--- src/rtl/core_branch_unit.sv ---
// core_branch_unit: resolves conditional branches, JAL and JALR.
// It computes taken/target/link/redirect, detects mispredictions,
// misaligned targets and illegal branch encodings, and holds the result
// in one registered output stage with a ready/valid handshake. It also
// keeps two saturating performance counters.
module core_branch_unit #(
   parameter int XLEN  = 32,
   parameter int CNT_W = 16
) (
   input  logic             CLK,
   input  logic             RST,
   input  logic             FLUSH,
   input  logic             IN_VALID,
   output logic             IN_READY,
   input  logic [1:0]       IN_TYPE,
   input  logic [2:0]       FUNCT3,
   input  logic [XLEN-1:0]  RS1,
   input  logic [XLEN-1:0]  RS2,
   input  logic [XLEN-1:0]  PC,
   input  logic [XLEN-1:0]  IMM,
   input  logic             PRED_TAKEN,
   input  logic [XLEN-1:0]  PRED_TARGET,
   output logic             OUT_VALID,
   input  logic             OUT_READY,
   output logic             OUT_TAKEN,
   output logic [XLEN-1:0]  OUT_TARGET,
   output logic [XLEN-1:0]  OUT_LINK,
   output logic [XLEN-1:0]  OUT_REDIRECT,
   output logic             OUT_MISPREDICT,
   output logic             OUT_MISALIGNED,
   output logic             OUT_ILLEGAL,
   input  logic             CNT_CLR,
   output logic [CNT_W-1:0] BR_COUNT,
   output logic [CNT_W-1:0] MISPRED_COUNT
);

   localparam logic [1:0] TYPE_NOP  = 2'b00;
   localparam logic [1:0] TYPE_BR   = 2'b01;
   localparam logic [1:0] TYPE_JAL  = 2'b10;
   localparam logic [1:0] TYPE_JALR = 2'b11;

   // Evaluate a branch condition from the precomputed compare flags.
   // The encodings 010 and 011 are not valid conditions, so they give 0.
   function automatic logic f_branch_cond(
      input logic [2:0] funct3,
      input logic       eq,
      input logic       slt,
      input logic       ult
   );
      logic res;
      case (funct3)
         3'b000:  res = eq;
         3'b001:  res = ~eq;
         3'b100:  res = slt;
         3'b101:  res = ~slt;
         3'b110:  res = ult;
         3'b111:  res = ~ult;
         default: res = 1'b0;
      endcase
      return res;
   endfunction

   // Add one to a counter value. An all-ones value stays at all-ones.
   function automatic logic [CNT_W-1:0] f_sat_inc(input logic [CNT_W-1:0] value);
      logic [CNT_W-1:0] res;
      if (&value) begin
         res = value;
      end else begin
         res = value + CNT_W'(1);
      end
      return res;
   endfunction

   logic             r_valid;
   logic             r_taken;
   logic [XLEN-1:0]  r_target;
   logic [XLEN-1:0]  r_link;
   logic [XLEN-1:0]  r_redirect;
   logic             r_mispred;
   logic             r_misaligned;
   logic             r_illegal;
   logic [CNT_W-1:0] r_br_cnt;
   logic [CNT_W-1:0] r_mp_cnt;

   logic             w_eq;
   logic             w_slt;
   logic             w_ult;
   logic             w_illegal;
   logic             w_taken;
   logic [XLEN-1:0]  w_pc_sum;
   logic [XLEN-1:0]  w_rs_sum;
   logic [XLEN-1:0]  w_target;
   logic [XLEN-1:0]  w_link;
   logic [XLEN-1:0]  w_redirect;
   logic             w_mispred;
   logic             w_misaligned;
   logic             w_accept;
   logic             w_is_cf;

   // The stage can take new data when it is empty or is being drained this cycle.
   assign IN_READY = ~r_valid | OUT_READY;
   assign w_accept = IN_VALID & IN_READY & ~FLUSH;
   assign w_is_cf  = (IN_TYPE != TYPE_NOP);

   // Resolve the request combinationally from the current inputs.
   always_comb begin
      w_eq      = (RS1 == RS2);
      w_slt     = ($signed(RS1) < $signed(RS2));
      w_ult     = (RS1 < RS2);
      w_illegal = (IN_TYPE == TYPE_BR) &&
                  ((FUNCT3 == 3'b010) || (FUNCT3 == 3'b011));
      w_pc_sum  = PC + IMM;
      w_rs_sum  = RS1 + IMM;
      w_link    = PC + XLEN'(4);

      case (IN_TYPE)
         TYPE_BR:   w_taken = f_branch_cond(FUNCT3, w_eq, w_slt, w_ult) & ~w_illegal;
         TYPE_JAL:  w_taken = 1'b1;
         TYPE_JALR: w_taken = 1'b1;
         default:   w_taken = 1'b0;
      endcase

      // JALR clears bit 0 of the target. The other types use PC+IMM.
      if (IN_TYPE == TYPE_JALR) begin
         w_target = w_rs_sum & {{(XLEN-1){1'b1}}, 1'b0};
      end else begin
         w_target = w_pc_sum;
      end

      if (w_taken) begin
         w_redirect = w_target;
      end else begin
         w_redirect = w_link;
      end

      if (w_is_cf) begin
         w_mispred = (w_taken != PRED_TAKEN) || (w_taken && (w_target != PRED_TARGET));
      end else begin
         w_mispred = 1'b0;
      end

      w_misaligned = w_taken && (w_target[1:0] != 2'b00);
   end

   // Output stage: load on acceptance, empty on flush or on a drain with no new data.
   always_ff @(posedge CLK or posedge RST) begin
      if (RST) begin
         r_valid      <= 1'b0;
         r_taken      <= 1'b0;
         r_target     <= '0;
         r_link       <= '0;
         r_redirect   <= '0;
         r_mispred    <= 1'b0;
         r_misaligned <= 1'b0;
         r_illegal    <= 1'b0;
      end else if (FLUSH) begin
         r_valid      <= 1'b0;
      end else if (w_accept) begin
         r_valid      <= 1'b1;
         r_taken      <= w_taken;
         r_target     <= w_target;
         r_link       <= w_link;
         r_redirect   <= w_redirect;
         r_mispred    <= w_mispred;
         r_misaligned <= w_misaligned;
         r_illegal    <= w_illegal;
      end else if (OUT_READY) begin
         r_valid      <= 1'b0;
      end else begin
         r_valid      <= r_valid;
      end
   end

   // Performance counters: a clear takes priority, and increments saturate.
   always_ff @(posedge CLK or posedge RST) begin
      if (RST) begin
         r_br_cnt <= '0;
         r_mp_cnt <= '0;
      end else if (CNT_CLR) begin
         r_br_cnt <= '0;
         r_mp_cnt <= '0;
      end else if (w_accept) begin
         r_br_cnt <= w_is_cf   ? f_sat_inc(r_br_cnt) : r_br_cnt;
         r_mp_cnt <= w_mispred ? f_sat_inc(r_mp_cnt) : r_mp_cnt;
      end else begin
         r_br_cnt <= r_br_cnt;
         r_mp_cnt <= r_mp_cnt;
      end
   end

   assign OUT_VALID      = r_valid;
   assign OUT_TAKEN      = r_taken;
   assign OUT_TARGET     = r_target;
   assign OUT_LINK       = r_link;
   assign OUT_REDIRECT   = r_redirect;
   assign OUT_MISPREDICT = r_mispred;
   assign OUT_MISALIGNED = r_misaligned;
   assign OUT_ILLEGAL    = r_illegal;
   assign BR_COUNT       = r_br_cnt;
   assign MISPRED_COUNT  = r_mp_cnt;

endmodule

--- config.mk ---
export PLATFORM = sky130hd
export DESIGN_NAME = core_branch_unit
export DESIGN_NICKNAME = d
export VERILOG_FILES = /design/src/rtl/core_branch_unit.sv
export SDC_FILE = /design/constraint.sdc
export NUM_CORES = 1
export LEC_CHECK = 0
export CORE_MARGIN = 5
export CORE_UTILIZATION = 55
export DETAILED_ROUTE_END_ITERATION = 6
export PLACE_DENSITY = 0.89
export SYNTH_ARGS = -nofsm -noshare
export SYNTH_HDL_FRONTEND = slang
export SYNTH_SLANG_ARGS = --single-unit
export TNS_END_PERCENT = 50
--- constraint.sdc ---
create_clock -name CLK -period 8 [get_ports CLK]
set_clock_uncertainty 0.15 [all_clocks]
set_input_delay 1.2 -clock CLK [delete_from_list [all_inputs] [get_ports CLK]]
set_output_delay 1.2 -clock CLK [all_outputs]
set_load 0.02 [all_outputs]
==> metrics.md <==
| Metric | Value |
|---|---|
| # setup viols final | 0 |
| Most used DFF post-synth | dfrtp_1 |
| Max layer used | met5 |
| Cell taking the most area after synthesis | dfrtp_1 |
| Worst min-delay path class | reg2reg |
| Total Wirelength | 50.6 mm |
| Number of flops mapped to enable cells by yosys | 0 |
| Final hold violations | 0 |
| Worst-Skew Late Latency | 0.43 ns |
| 1st-iter DRT viols | 1,716 |
| Tmin final | 6.36 ns |
| Setup Fix Bufs, Post-CTS | 0 |
| Distinct cells, synth | 91 |
| Worst-Margin Slew | 1.04 ns |
| DRT antenna net count | 0 |
| CP startpoint | IMM[0] |
| Router iterations before antenna repair | 7 |
| Slew Limit Fails | 0 |
| Root Buffer Master | clkbuf_16 |
| Syn nets | 1,863 |
| WP data arrival | 6.55 ns |
| Drt via density | 6.49 |
| Wire per inst | 23.6 µm |
| Cells after synthesis | 1,593 |
| R2R setup slack | 4.70 ns |
| Worst-path cell chain | clkdlybuf4s50_1, and2_1, fa_1, a21oi_1, o21ai_1, a21oi_1, o21ai_1, and4_1, a2111oi_0, o2111ai_1, a2111oi_0, nand4_1, nor2b_2, buf_4, o31ai_1, a21oi_1 |
| Top cell type's share of synthesized area | 0.265 |
| Fin crit share | 0.795 |
| RSZ-0062 raised after global routing | false |
| First-pass GRT wire length | 76.6 mm |
| Critical Path RT | 8.19 ns |
| Number of CTS-inserted buffers | 17 |
| Gpl congestion | 0.973 |
| Fmax | 0.157 GHz |
| Power Density | 184 nW/µm² |
| Synthesized cell area | 12,600 µm² |
| Seq/Total Area, Yosys | 0.265 |
| DR WL met3 | 4.94 mm |
| Critical Path Stages | 16 |
| Final hold slack | 0.329 ns |
| CTS Sinks | 133 |
| Crit-path max FO | 19 |
| Failing checks | DRC |
| Run status | finished, violations left |
| Die height | 161 µm |
| WHS Path Cells | 2 |
| Final setup TNS | 0 ns |
| Largest net degree at the start of global routing | 84 |
| Cts hold-fix bufs | 0 |
| # diodes | 0 |
| Drc violations | 1 |
| Avg Inst Size Synth | 7.90 µm² |
| Post-DP HPWL | 39.6 mm |
| Async SR Flop Fraction | 1.00 |
| CTS tree | built |
| Area grow syn2layout | 29.9% |
| Detailed-route via count | 13,907 |
| Top post-synthesis cells by count | nand2_1, o21ai_0, dfrtp_1 |
| Top cells by area in the synthesized netlist | dfrtp_1, ha_1, nand2_1 |
| NumNets Final | 2,115 |
| Starting Density | 0.557 |
| Max-cap violations | 0 |
| Total GRT Usage | 0.374 |
| Hold worst-path end | OUT_LINK[7] |
| DR WL met2 | 23.7 mm |
| HP Start | OUT_LINK[7] |
| CP dominant cell by count | a21oi_1 |
| Yosys synthesis warning count | 0 |
| P_leak | 6.99 nW |
| CP endpoint kind | flip-flop |
| Vias in the first global route | 13,422 |
| CTS resizes | 0 |
| Share of layout cells above drive strength 1 | 0.0517 |
| CP top delay family | compound AO/OA/AOI/OAI gates |
| Post-synthesis register bit count | 133 |
| Cell row count | 55 |
| Startpoint type of the worst setup path | input port |
| Die Area | 26,000 µm² |
| Count leader, synth | nand2_1 |
| Depth of the worst register-to-register path | 9 |
| Setup CP Type | in2reg |
| Core ar. | 22,600 µm² |
| Die width | 161 µm |
| Critical path's largest stage delay | 0.77 ns |
| WP buf/inv | 2 |
| Clock Path Buffers | 2 |
| Reg2Reg Launch Point | OUT_VALID |
| Initial antenna violation count | 1 |
| Grt ovf | 0 |
| Register clock-pin slew on the reported worst setup and hold paths | 0.06 ns |
| Peak supply drop | 0.137 mV |
| I/O pin count | 306 |
| Input/output buffers | 305 |
| R2r endpoint | MISPRED_COUNT[4] |
| Relative slew slack | 0.310 |
| CTS H-Tree Depth | 4 |
| Max stage delay cell, worst path | nor2b_2 |
| WL met1 | 20.0 mm |
placed cells by master, fill, tap and decap left out, types with 32 or more instances in the layout:
master / instances
nand4_1: 32
o21ai_0: 134
inv_1: 55
ha_1: 96
clkdlybuf4s50_1: 305
nand3_1: 50
dfrtp_1: 133
xor2_1: 60
a21oi_1: 112
nor2_1: 110
xnor2_1: 56
nand2_1: 245
tightest hold or removal path, stage by stage (launching register included):
cell and delay, ns:
dfrtp_1 0.34, nand2_1 0.05, o21ai_0 0.06
flip-flops by register name, indices dropped and copies added (netlist names):
| name | count |
|---|---|
| OUT_VALID | 1 |
| MISPRED_COUNT | 16 |
| OUT_MISPREDICT | 1 |
| OUT_ILLEGAL | 1 |
| OUT_TAKEN | 1 |
| OUT_MISALIGNED | 1 |
| BR_COUNT | 16 |
| OUT_LINK | 32 |
| OUT_TARGET | 32 |
| OUT_REDIRECT | 32 |
how the worst max path moves through the flow:
stage | to
CTS | MISPRED_COUNT[4]
finish | MISPRED_COUNT[4]
detailed placement | MISPRED_COUNT[4]
global placement | MISPRED_COUNT[3]
floorplan | MISPRED_COUNT[5]
global route | MISPRED_COUNT[4]
power by group:
group / total, W / switching, W / internal, W
Clock: 0.000846 / 0.000322 / 0.000524
Combinational: 0.00130 / 0.000754 / 0.000544
Sequential: 0.000856 / 0.0000768 / 0.000779
metal layers:
metal / vias to the layer above / track usage
li1: 6315 / -
met1: 6628 / 0.489
met2: 840 / 0.622
met3: 122 / 0.0699
met4: 2 / 0.134
met5: - / 0
cell type report:
| cell class | instances | area (µm²) |
|---|---|---|
| Clock buffer | 17 | 425 |
| Clock inverter | 14 | 199 |
| Fill cell | 1654 | 6230 |
| Inverter | 56 | 213 |
| Multi-Input combinational cell | 1321 | 8690 |
| Sequential cell | 133 | 3330 |
| Tap cell | 285 | 357 |
| Timing Repair Buffer | 316 | 3140 |
per-stage QoR:
stage	power (W)	area [µm²]	instances	util	worst slack, ns
after floorplan	0.00156	12600	1593	-	2.98
after global placement	0.00210	15700	2111	0.696	1.55
after detailed placement	0.00212	15700	2111	0.696	1.39
after CTS	0.00297	16300	2142	0.724	1.77
after global routing	0.00312	16300	2142	0.724	1.46
final	0.00300	16300	2142	0.724	1.64
logic make-up after synthesis:
logic type / after synthesis / synth area share
compound gates: 446 / 0.227
xor+xnor: 120 / 0.0881
fa+ha+maj: 98 / 0.0987
buf+inv: 139 / 0.0465
flops: 133 / 0.265
mux: 50 / 0.0431
simple gates: 607 / 0.232
Power figures use the tool's default switching activity.
